File: src/rtl/puf_scan_host.sv
// Host-side scan master for the PUF super block.
// Loads a challenge serially, pulses capture, unloads the response word.
module puf_scan_host #(
  parameter int CHAIN_LEN    = 48,
  parameter int CAPTURE_WAIT = 4
) (
  input  logic                 clk,
  input  logic                 reset,
  input  logic                 cmd_valid,
  output logic                 cmd_ready,
  input  logic [CHAIN_LEN-1:0] cmd_challenge,
  input  logic [1:0]           cmd_puf_sel,
  input  logic [1:0]           cmd_length,
  output logic [1:0]           puf_sel,
  output logic [1:0]           length,
  output logic                 si,
  input  logic                 so,
  output logic                 scan_en,
  output logic                 capture,
  output logic                 resp_valid,
  input  logic                 resp_ready,
  output logic [CHAIN_LEN-1:0] resp_data,
  output logic                 busy
);

  localparam int CW = $clog2(CHAIN_LEN + 1);
  localparam int WW = (CAPTURE_WAIT > 1) ? $clog2(CAPTURE_WAIT) : 1;
  localparam logic [CW-1:0] LAST = CW'(CHAIN_LEN - 1);
  localparam logic [WW-1:0] WLAST =
    WW'((CAPTURE_WAIT > 0) ? CAPTURE_WAIT - 1 : 0);

  typedef enum logic [2:0] {
    S_IDLE,
    S_LOAD,
    S_WAIT,
    S_CAP,
    S_UNLOAD,
    S_DONE
  } state_t;

  state_t state, state_nx;

  logic [CHAIN_LEN-1:0] sr;
  logic [CW-1:0]        cnt;
  logic [WW-1:0]        wcnt;
  logic                 bit_last;
  logic                 wait_last;

  assign bit_last  = (cnt == LAST);
  assign wait_last = (wcnt == WLAST);

  always_ff @(posedge clk or posedge reset) begin
    if (reset) begin
      state <= S_IDLE;
    end else begin
      state <= state_nx;
    end
  end

  always_comb begin
    state_nx   = state;
    cmd_ready  = 1'b0;
    scan_en    = 1'b0;
    capture    = 1'b0;
    resp_valid = 1'b0;
    busy       = 1'b1;
    unique case (state)
      S_IDLE: begin
        cmd_ready = 1'b1;
        busy      = 1'b0;
        if (cmd_valid) state_nx = S_LOAD;
      end
      S_LOAD: begin
        scan_en = 1'b1;
        if (bit_last) begin
          if (CAPTURE_WAIT == 0) state_nx = S_CAP;
          else                   state_nx = S_WAIT;
        end
      end
      S_WAIT: begin
        if (wait_last) state_nx = S_CAP;
      end
      S_CAP: begin
        capture  = 1'b1;
        state_nx = S_UNLOAD;
      end
      S_UNLOAD: begin
        scan_en = 1'b1;
        if (bit_last) state_nx = S_DONE;
      end
      S_DONE: begin
        resp_valid = 1'b1;
        if (resp_ready) state_nx = S_IDLE;
      end
      default: state_nx = S_IDLE;
    endcase
  end

  // Counters restart on every state change so each phase counts from 0.
  always_ff @(posedge clk or posedge reset) begin
    if (reset) begin
      cnt  <= '0;
      wcnt <= '0;
    end else if (state_nx != state) begin
      cnt  <= '0;
      wcnt <= '0;
    end else begin
      if (scan_en)          cnt  <= cnt + CW'(1);
      if (state == S_WAIT)  wcnt <= wcnt + WW'(1);
    end
  end

  // One shift register serves both directions: drained during LOAD,
  // then refilled from so during UNLOAD.
  always_ff @(posedge clk or posedge reset) begin
    if (reset) begin
      sr        <= '0;
      si        <= 1'b0;
      resp_data <= '0;
      puf_sel   <= 2'd0;
      length    <= 2'd0;
    end else begin
      unique case (state)
        S_IDLE: begin
          if (cmd_valid) begin
            sr      <= cmd_challenge >> 1;
            si      <= cmd_challenge[0];
            puf_sel <= cmd_puf_sel;
            length  <= cmd_length;
          end
        end
        S_LOAD: begin
          if (bit_last) begin
            si <= 1'b0;
          end else begin
            si <= sr[0];
            sr <= sr >> 1;
          end
        end
        S_UNLOAD: begin
          sr <= {so, sr[CHAIN_LEN-1:1]};
          if (bit_last) resp_data <= {so, sr[CHAIN_LEN-1:1]};
        end
        default: ;
      endcase
    end
  end

endmodule

File: config.mk
export PLATFORM = sky130hd
export DESIGN_NAME = puf_scan_host
export DESIGN_NICKNAME = d
export VERILOG_FILES = /design/src/rtl/puf_scan_host.sv
export SDC_FILE = /design/constraint.sdc
export NUM_CORES = 1
export LEC_CHECK = 0
export ABC_AREA = 1
export CORE_AREA = 3 3 133 135
export DETAILED_ROUTE_END_ITERATION = 10
export DIE_AREA = 0 0 136 138
export PLACE_DENSITY = 0.54
export SLEW_MARGIN = 20
export SYNTH_ARGS = -nofsm -noshare
export SYNTH_HDL_FRONTEND = slang
export SYNTH_SLANG_ARGS = --single-unit
File: constraint.sdc
create_clock -name clk -period 6.85 [get_ports clk]
set_input_delay 1.37 -clock clk [delete_from_list [all_inputs] [get_ports clk]]
set_output_delay 1.37 -clock clk [all_outputs]
set_load 0.1 [all_outputs]
# Word level (Yosys, flattened, before mapping)
# Cells that the tools add are included.
# totals
regBits	112
input_bits	57
output_inout_bits	58
word_cells	51
# classes
addsub	2
n_mux	21
n_reduce_logical	10
eq_ne	10
# ops
operator	n
48-bit one-hot mux with 3 select lines	1
48-bit two-way mux	2
3-bit one-hot mux with 6 select lines	1
3-bit two-way mux	5
6-bit two-way mux	2
1-bit two-way mux	7
6-bit by 1-bit adder with 6-bit output (second input constant)	1
3-bit by 2-bit equality test with 1-bit output (second input constant)	2
3-bit equality test (second input constant)	2
6-bit equality test (second input constant)	1
2-bit AND reduction	3
2-bit nonzero test	3
2-bit two-way mux	2
2-bit != test (second input constant)	2
3-bit by 1-bit equality test with 1-bit output (second input constant)	1
3-bit logical NOT	1
3-bit != test	1
3-bit AND reduction	1
3-bit nonzero test	1
2-bit by 1-bit adder with 2-bit output (second input constant)	1
2-bit equality test (second input constant)	1
1-bit one-hot mux with 2 select lines	1
2-bit OR reduction	1

# Longest topological paths before layout
# Gate-level depths: netlist (run 1).
# depth
depth_word	5
mapped_depth	10
depth_no_buf	10

# Worst setup path after synthesis (run 1)
# No wires, ideal clock.
# synth_path
kind	reg-to-output
start	register state[0]
end	output capture
t_arrival_ps	2679
t_required_ps	5480
slack_ps	2801
stages_incl_launch_ff	3
path_cell_list	dfrtp_1 inv_2 nor3_1
# synth_between
elab_chain_len	2
# synth_lines
item	line_no	source
from (decl)	41	state_t state, state_nx;
from (signal assigned)	56	state <= state_nx;
3-bit by 2-bit equality test with 1-bit output	67	unique case (state)
1-bit two-way mux	67	
to (decl)	19	output logic capture,
# No other way between the ends.

# Final worst setup path (run 1)
# Same ends and word-level chain as after synthesis.

==> results.py, run 1 <==
metrics = {
    "run_status": {
        "run_status": "complete, no violations",
    },
    "setup_path": {
        "arrival_ns": 2.48,
        "max_stage_delay_ns": 1.22,
        "regToRegEndpoint": "sr[14]",
        "critPathMaxFanout": 5,
        "critPathLaunchType": "flop",
        "cp.required_ns": 5.48,
        "crit_slowest_cell": "clkdlybuf4s50_1",
        "path_cells": "inv_2, nor3_1, clkdlybuf4s50_1",
        "end_kind": "output port",
        "r2r.worst_path.cells": 9,
        "timing.rr.start": "cnt[0]",
        "ff2ff_setup_slack_ns": 4.25,
        "path_class": "flop to output port",
    },
    "sta": {
        "fmax_ghz": 0.260,
        "min_period_ns": 3.85,
        "fin_skew_ns": 0.00763,
        "setup_tns_ns": 0,
        "hold_violations": 0,
        "slew_violations": 0,
        "whs_ns": 0.483,
        "rsz0062_at_grt": "false",
        "worst_slew_pin_slew_ns": 1.03,
        "setup_viol": 0,
        "relSlewSlack": 0.313,
        "fin_crit_sh": 0.561,
    },
    "grt": {
        "use_met2": 0.206,
        "grt_use_met3": 0.0258,
        "grt_usage": 0.122,
        "grt_pass1_wl_mm": 18.8,
        "grtUsageMet1": 0.152,
        "grt.overflow.total": 0,
        "grt_max_degree": 96,
        "first_global_vias": 3927,
        "top_usage_layer": "met2",
        "antenna_found_initial": 0,
    },
    "placed_design": {
        "place.gp.congestion": 0.741,
        "io_buffer_count": 114,
        "hpwl_mm": 7.63,
    },
    "min_path": {
        "worstHoldPathType": "flop to flop",
        "hold-path-endpoint": "resp_data[23]",
        "hp-start": "resp_data[23]",
        "min_path_cells": 2,
    },
    "logic_synthesis": {
        "syn_avg_cell_area_um2": 8.80,
        "synth_area_leaders": "dfrtp_1 56%, nand2_1 12%, o21ai_1 7.9%, o21ai_0 5.5%, inv_1 4.3%",
        "synth_commonest_cells": "159 x nand2_1, 112 x dfrtp_1, 78 x o21ai_1",
        "synth_seq_cells": 112,
        "yosys_warnings": 0,
        "synth_area_mm2": 0.00496,
        "yosysMostFrequentCell": "nand2_1",
        "syn-num-nets": 623,
        "ys_seq_area_frac": 0.565,
        "synth_area_leader_cell": "dfrtp_1",
        "synth.distinct_cells": 31,
        "syn_inst": 564,
        "synth_ff_type": "dfrtp_1",
        "synth_top_area_frac": 0.565,
        "synth-edff-count": 0,
        "async_flop_share": 1.00,
    },
    "clock_tree": {
        "cts_max_path_buffers": 2,
        "insertion_delay_ns": 0.35,
        "cts.repair.resized": 0,
        "postCtsSetupBuffers": 0,
        "numCtsBuffers": 9,
        "cts_tree": "built",
        "cts_hold_buf": 0,
        "clkTransAtPathRegs_ns": 0.06,
        "htreeDepth": 3,
        "clock_sinks": 112,
        "clock-root-buffer": "clkbuf_16",
    },
    "power_and_ir_drop": {
        "comb_power_share": 0.426,
        "internal_power_mw": 1.50,
        "p_leak_nw": 2.86,
        "cellPowerDensity_mw_per_mm2": 388,
        "p_seq_frac": 0.350,
        "ir_drop_v": 0.000272,
        "switchingPower_mw": 1.03,
        "clock_power_share": 0.224,
        "swShare": 0.407,
    },
    "routing": {
        "viasPerCell": 4.40,
        "wl_per_cell_um": 12.5,
        "drtIter0Drc": 129,
        "vias": 3898,
        "drt_wl_total_mm": 11.1,
        "drc_errors": 0,
        "ant_nets": 0,
        "dr.pass1.iters": 4,
    },
    "cells_and_area": {
        "layout-drive-gt1-share": 0.0706,
        "antennaDiodeCount": 0,
        "area_growth_pct": 31.2,
        "nets": 721,
    },
    "floorplanning": {
        "core_area_mm2": 0.0166,
        "start_util": 0.299,
        "die_w_um": 136,
        "die_area_mm2": 0.0188,
        "ioPinCount": 115,
        "die_height_um": 138,
        "rows": 47,
    },
    "run": {
        "max-cap-violations": 0,
    },
}
==> how the worst max path moves through the flow <==
stage / slack, ns / cells past startpoint / from / end
2_1_floorplan: 2.52 / 1 / reset / cnt[0]
3_3_place_gp: 3.35 / 6 / cmd_valid / sr[16]
3_5_place_dp: 3.33 / 6 / cmd_valid / sr[14]
4_1_cts: 2.98 / 3 / state[0] / capture
5_1_grt: 2.90 / 3 / state[0] / capture
6_report: 3.00 / 3 / state[0] / capture
==> power by group through the flow <==
stage	Combinational, mW	Sequential (mW)	Clock [mW]
6_report	1.08	0.884	0.565
5_1_grt	1.22	0.899	0.616
4_1_cts	1.09	0.884	0.591
3_5_place_dp	1.09	0.897	0
3_3_place_gp	1.07	0.892	0
2_1_floorplan	0.834	0.995	0
==> layout by cell type, fill, tap and decap left out, drive strengths merged <==
cell,netlist,routed
o21ai,144,144
clkbuf,7,12
nand3b,1,1
o21bai,1,1
o22ai,1,1
clkdlybuf4s50,0,114
ha,2,2
dfrtp,112,112
nand3,6,6
or2,1,1
clkinv,0,1
inv,63,63
nor2,23,23
xor2,2,2
bufinv,0,2
buf,23,3
nor3,1,1
nand4,2,2
o211ai,1,1
mux2,4,4
nand2,163,163
a21oi,6,6
xnor2,1,1
==> through the flow <==
stage,cells,util,cell area (um2),worst slack (ns),total power [mW]
finish,886,0.393,6510,3.00,2.53
global route,886,0.393,6510,2.90,2.74
CTS,886,0.393,6510,2.98,2.57
detailed placement,871,0.373,6190,3.33,1.98
global placement,871,0.373,6190,3.35,1.96
floorplan,564,-,4960,2.52,1.83
==> worst max-delay path, delay by kind of cell (launching register included) <==
family | cells | cell delay, ns
simple gates | 1 | 0.32
flops | 1 | 0.49
buf+inv | 2 | 1.33
==> metal layers <==
metal	vias to the layer above	share of wire
met4	0	0.017
met2	68	0.49
met1	1821	0.45
met3	13	0.044
li1	1996	-
met5	-	0
==> layout make-up <==
| class | instances | area (um2) |
|---|---|---|
| Clock buffer | 12 | 256 |
| Inverter | 63 | 241 |
| Multi-Input combinational cell | 359 | 1710 |
| Timing Repair Buffer | 117 | 1160 |
| Tap cell | 220 | 275 |
| Clock inverter | 3 | 65.1 |
| Sequential cell | 112 | 2800 |
| Fill cell | 1712 | 10100 |
==> registers in the layout, indices dropped and copies added, names as in the netlist <==
signal	cells
cnt	6
length	2
puf_sel	2
resp_data	48
si	1
sr	48
state	3
wcnt	2
==> logic make-up (layout without fill, tap and decap cells) <==
group	Yosys count	after routing	synth area share
AO/OA/AOI/OAI	153	153	0.164
XOR/XNOR	3	3	0.00529
adder cells (fa/ha/maj)	2	2	0.00504
buffers and inverters	93	195	0.0910
flip-flops	112	112	0.565
multiplexers	4	4	0.00907
AND/OR/NAND/NOR	197	197	0.161
(Power assumes the default switching activity.)
==> inputs of run 2 (changes only) <==
==> constraint.sdc (replaced) <==
create_clock -name clk -period 3.77 [get_ports clk]
set_input_delay 0.754 -clock clk [delete_from_list [all_inputs] [get_ports clk]]
set_output_delay 0.754 -clock clk [all_outputs]
set_load 0.1 [all_outputs]
==> run 2 against run 1 <==
- via count up 0.62%
- hold slack better by 0.0036 ns
- routed wire length up 3.2%
- sequential share of layout area down 0.19 points
- final area up 0.44%
- clock skew about the same
- sequential cell count unchanged
- first-iteration DRC count down 7.8%
- combinational power up 85%
- critical path depth down 2
- count of clock-buffer cells in the layout down 3
- critical path type unchanged
- largest cell class unchanged
==> results.py, run 2 (same netlist as run 1, synthesis figures left out) <==
metrics = {
    "setup_path": {
        "path_cells": "clkdlybuf4s50_1",
        "end_kind": "output port",
        "path_class": "flop to output port",
        "cp.buffers_inverters": 1,
        "max_stage_delay_ns": 1.16,
        "arrival_ns": 1.91,
        "crit_slowest_cell": "clkdlybuf4s50_1",
        "critPathLaunchType": "flop",
        "critPathMaxFanout": 2,
        "cp.required_ns": 3.02,
        "cp_top_family": "buffers and inverters",
    },
    "power_and_ir_drop": {
        "ir_drop_v": 0.000508,
        "clock_power_share": 0.217,
        "p_seq_frac": 0.349,
        "finalPower_mw": 4.61,
        "cellPowerDensity_mw_per_mm2": 704,
        "internal_power_mw": 2.67,
        "comb_power_share": 0.434,
        "swShare": 0.421,
        "switchingPower_mw": 1.94,
        "p_leak_nw": 2.89,
    },
    "sta": {
        "relSlewSlack": 0.340,
        "rsz0062_at_grt": "false",
        "worst_slew_pin_slew_ns": 0.987,
        "setup_tns_ns": 0,
        "min_period_ns": 2.66,
        "setup_viol": 0,
        "fin_skew_ns": 0.00798,
        "fmax_ghz": 0.376,
        "fin_crit_sh": 0.706,
        "slew_violations": 0,
        "hold_violations": 0,
    },
    "grt": {
        "antenna_found_initial": 0,
        "grt_pass1_wl_mm": 19.1,
        "grt.overflow.total": 0,
        "first_global_vias": 3955,
        "grt_max_degree": 96,
        "grt_usage": 0.124,
    },
    "routing": {
        "ant_nets": 0,
        "vias": 3922,
        "drtIter0Drc": 119,
        "viasPerCell": 4.41,
        "wl_per_cell_um": 12.8,
        "drc_errors": 0,
        "dr.pass1.iters": 4,
        "drt_wl_total_mm": 11.4,
    },
    "cells_and_area": {
        "fill_cells": 1712,
        "layout-drive-gt1-share": 0.0837,
        "reg_top3": "resp_data: 48 flops, sr: 48 flops, cnt: 6 flops",
        "fin_util": 0.395,
        "antennaDiodeCount": 0,
        "area_growth_pct": 31.8,
        "final_cells": 889,
        "nets": 723,
        "fin_area_mm2": 0.00654,
        "final_cell_mix": "159 x nand2_1, 112 x dfrtp_1, 109 x clkdlybuf4s50_1, 78 x o21ai_1, 56 x inv_1",
        "final_common_cell": "nand2_1",
    },
    "clock_tree": {
        "cts_hold_buf": 0,
        "clock-root-buffer": "clkbuf_16",
        "clock_sinks": 112,
        "cts_tree": "built",
        "cts.repair.resized": 0,
        "numCtsBuffers": 9,
        "insertion_delay_ns": 0.35,
        "htreeDepth": 3,
        "postCtsSetupBuffers": 0,
        "clkTransAtPathRegs_ns": 0.08,
        "cts_max_path_buffers": 2,
    },
    "min_path": {
        "worstHoldPathType": "flop to flop",
    },
    "floorplanning": {
        "start_util": 0.299,
        "die_height_um": 138,
        "ioPinCount": 115,
        "die_w_um": 136,
        "rows": 47,
        "core_area_mm2": 0.0166,
        "die_area_mm2": 0.0188,
    },
    "placed_design": {
        "io_buffer_count": 114,
        "dpl.cell_count": 873,
        "post_dp_cell_area_mm2": 0.00623,
        "place.gp.congestion": 0.741,
        "hpwl_mm": 7.84,
    },
    "run": {
        "max-cap-violations": 0,
    },
    "run_status": {
        "run_status": "complete, no violations",
    },
}
run 2: changes by cell type in the layout (fill, tap and decap cells not counted):
cell / before / now
clkdlybuf4s50_1: 114 / 109
inv_8: 0 / 1
buf_12: 0 / 3
clkinv_4: 0 / 2
clkbuf_1: 1 / 0
clkinv_2: 1 / 0
clkbuf_8: 2 / 0
buf_4: 3 / 7
bufinv_16: 2 / 1
inv_6: 0 / 3
run 2: area by class of cell:
cell class | count | area [um2] | share of cell area
Inverter | 63 | 241 | 0.0369
Clock buffer | 9 | 225 | 0.0344
Tap cell | 220 | 275 | 0.0421
Clock inverter | 7 | 85.1 | 0.0130
Sequential cell | 112 | 2800 | 0.428
Multi-Input combinational cell | 359 | 1710 | 0.261
Timing Repair Buffer | 119 | 1200 | 0.184
run 2: stage by stage:
step	worst slack (ns)	hold slack (ns)
floorplan	0.0570	0.492
global placement	1.35	0.466
detailed placement	1.30	0.472
CTS	1.09	0.492
global route	1.07	0.514
finish	1.11	0.486
run 2: layer usage:
layer | vias to the layer above | track usage | wire length (um)
met1 | 1822 | 0.159 | 5300
met4 | 0 | 0.0483 | 214
met5 | - | 0 | 0
met3 | 18 | 0.0243 | 473
li1 | 2000 | - | -
met2 | 82 | 0.205 | 5420
run 2: power by group through the flow:
stage	logic, mW	clock network (mW)	registers (mW)
2_1_floorplan	1.52	0	1.81
3_3_place_gp	1.99	0	1.62
3_5_place_dp	2.02	0	1.64
4_1_cts	2.04	1.04	1.61
5_1_grt	2.27	1.08	1.64
6_report	2.00	0.998	1.61
run 2: path summary, 6_finish.rpt:
check / start / end / slack, ns / cells past startpoint
setup reg to reg: cnt[0] / sr[29] / 1.68 / 9
min in group asynchronous: reset / resp_data[8] / 0.80 / 2
max in group asynchronous: reset / sr[38] / 2.17 / 3
setup / recovery: resp_data[40] / resp_data[40] / 1.11 / 1
hold / removal: resp_data[28] / resp_data[28] / 0.49 / 2
hold reg to reg: resp_data[28] / resp_data[28] / 0.49 / 2
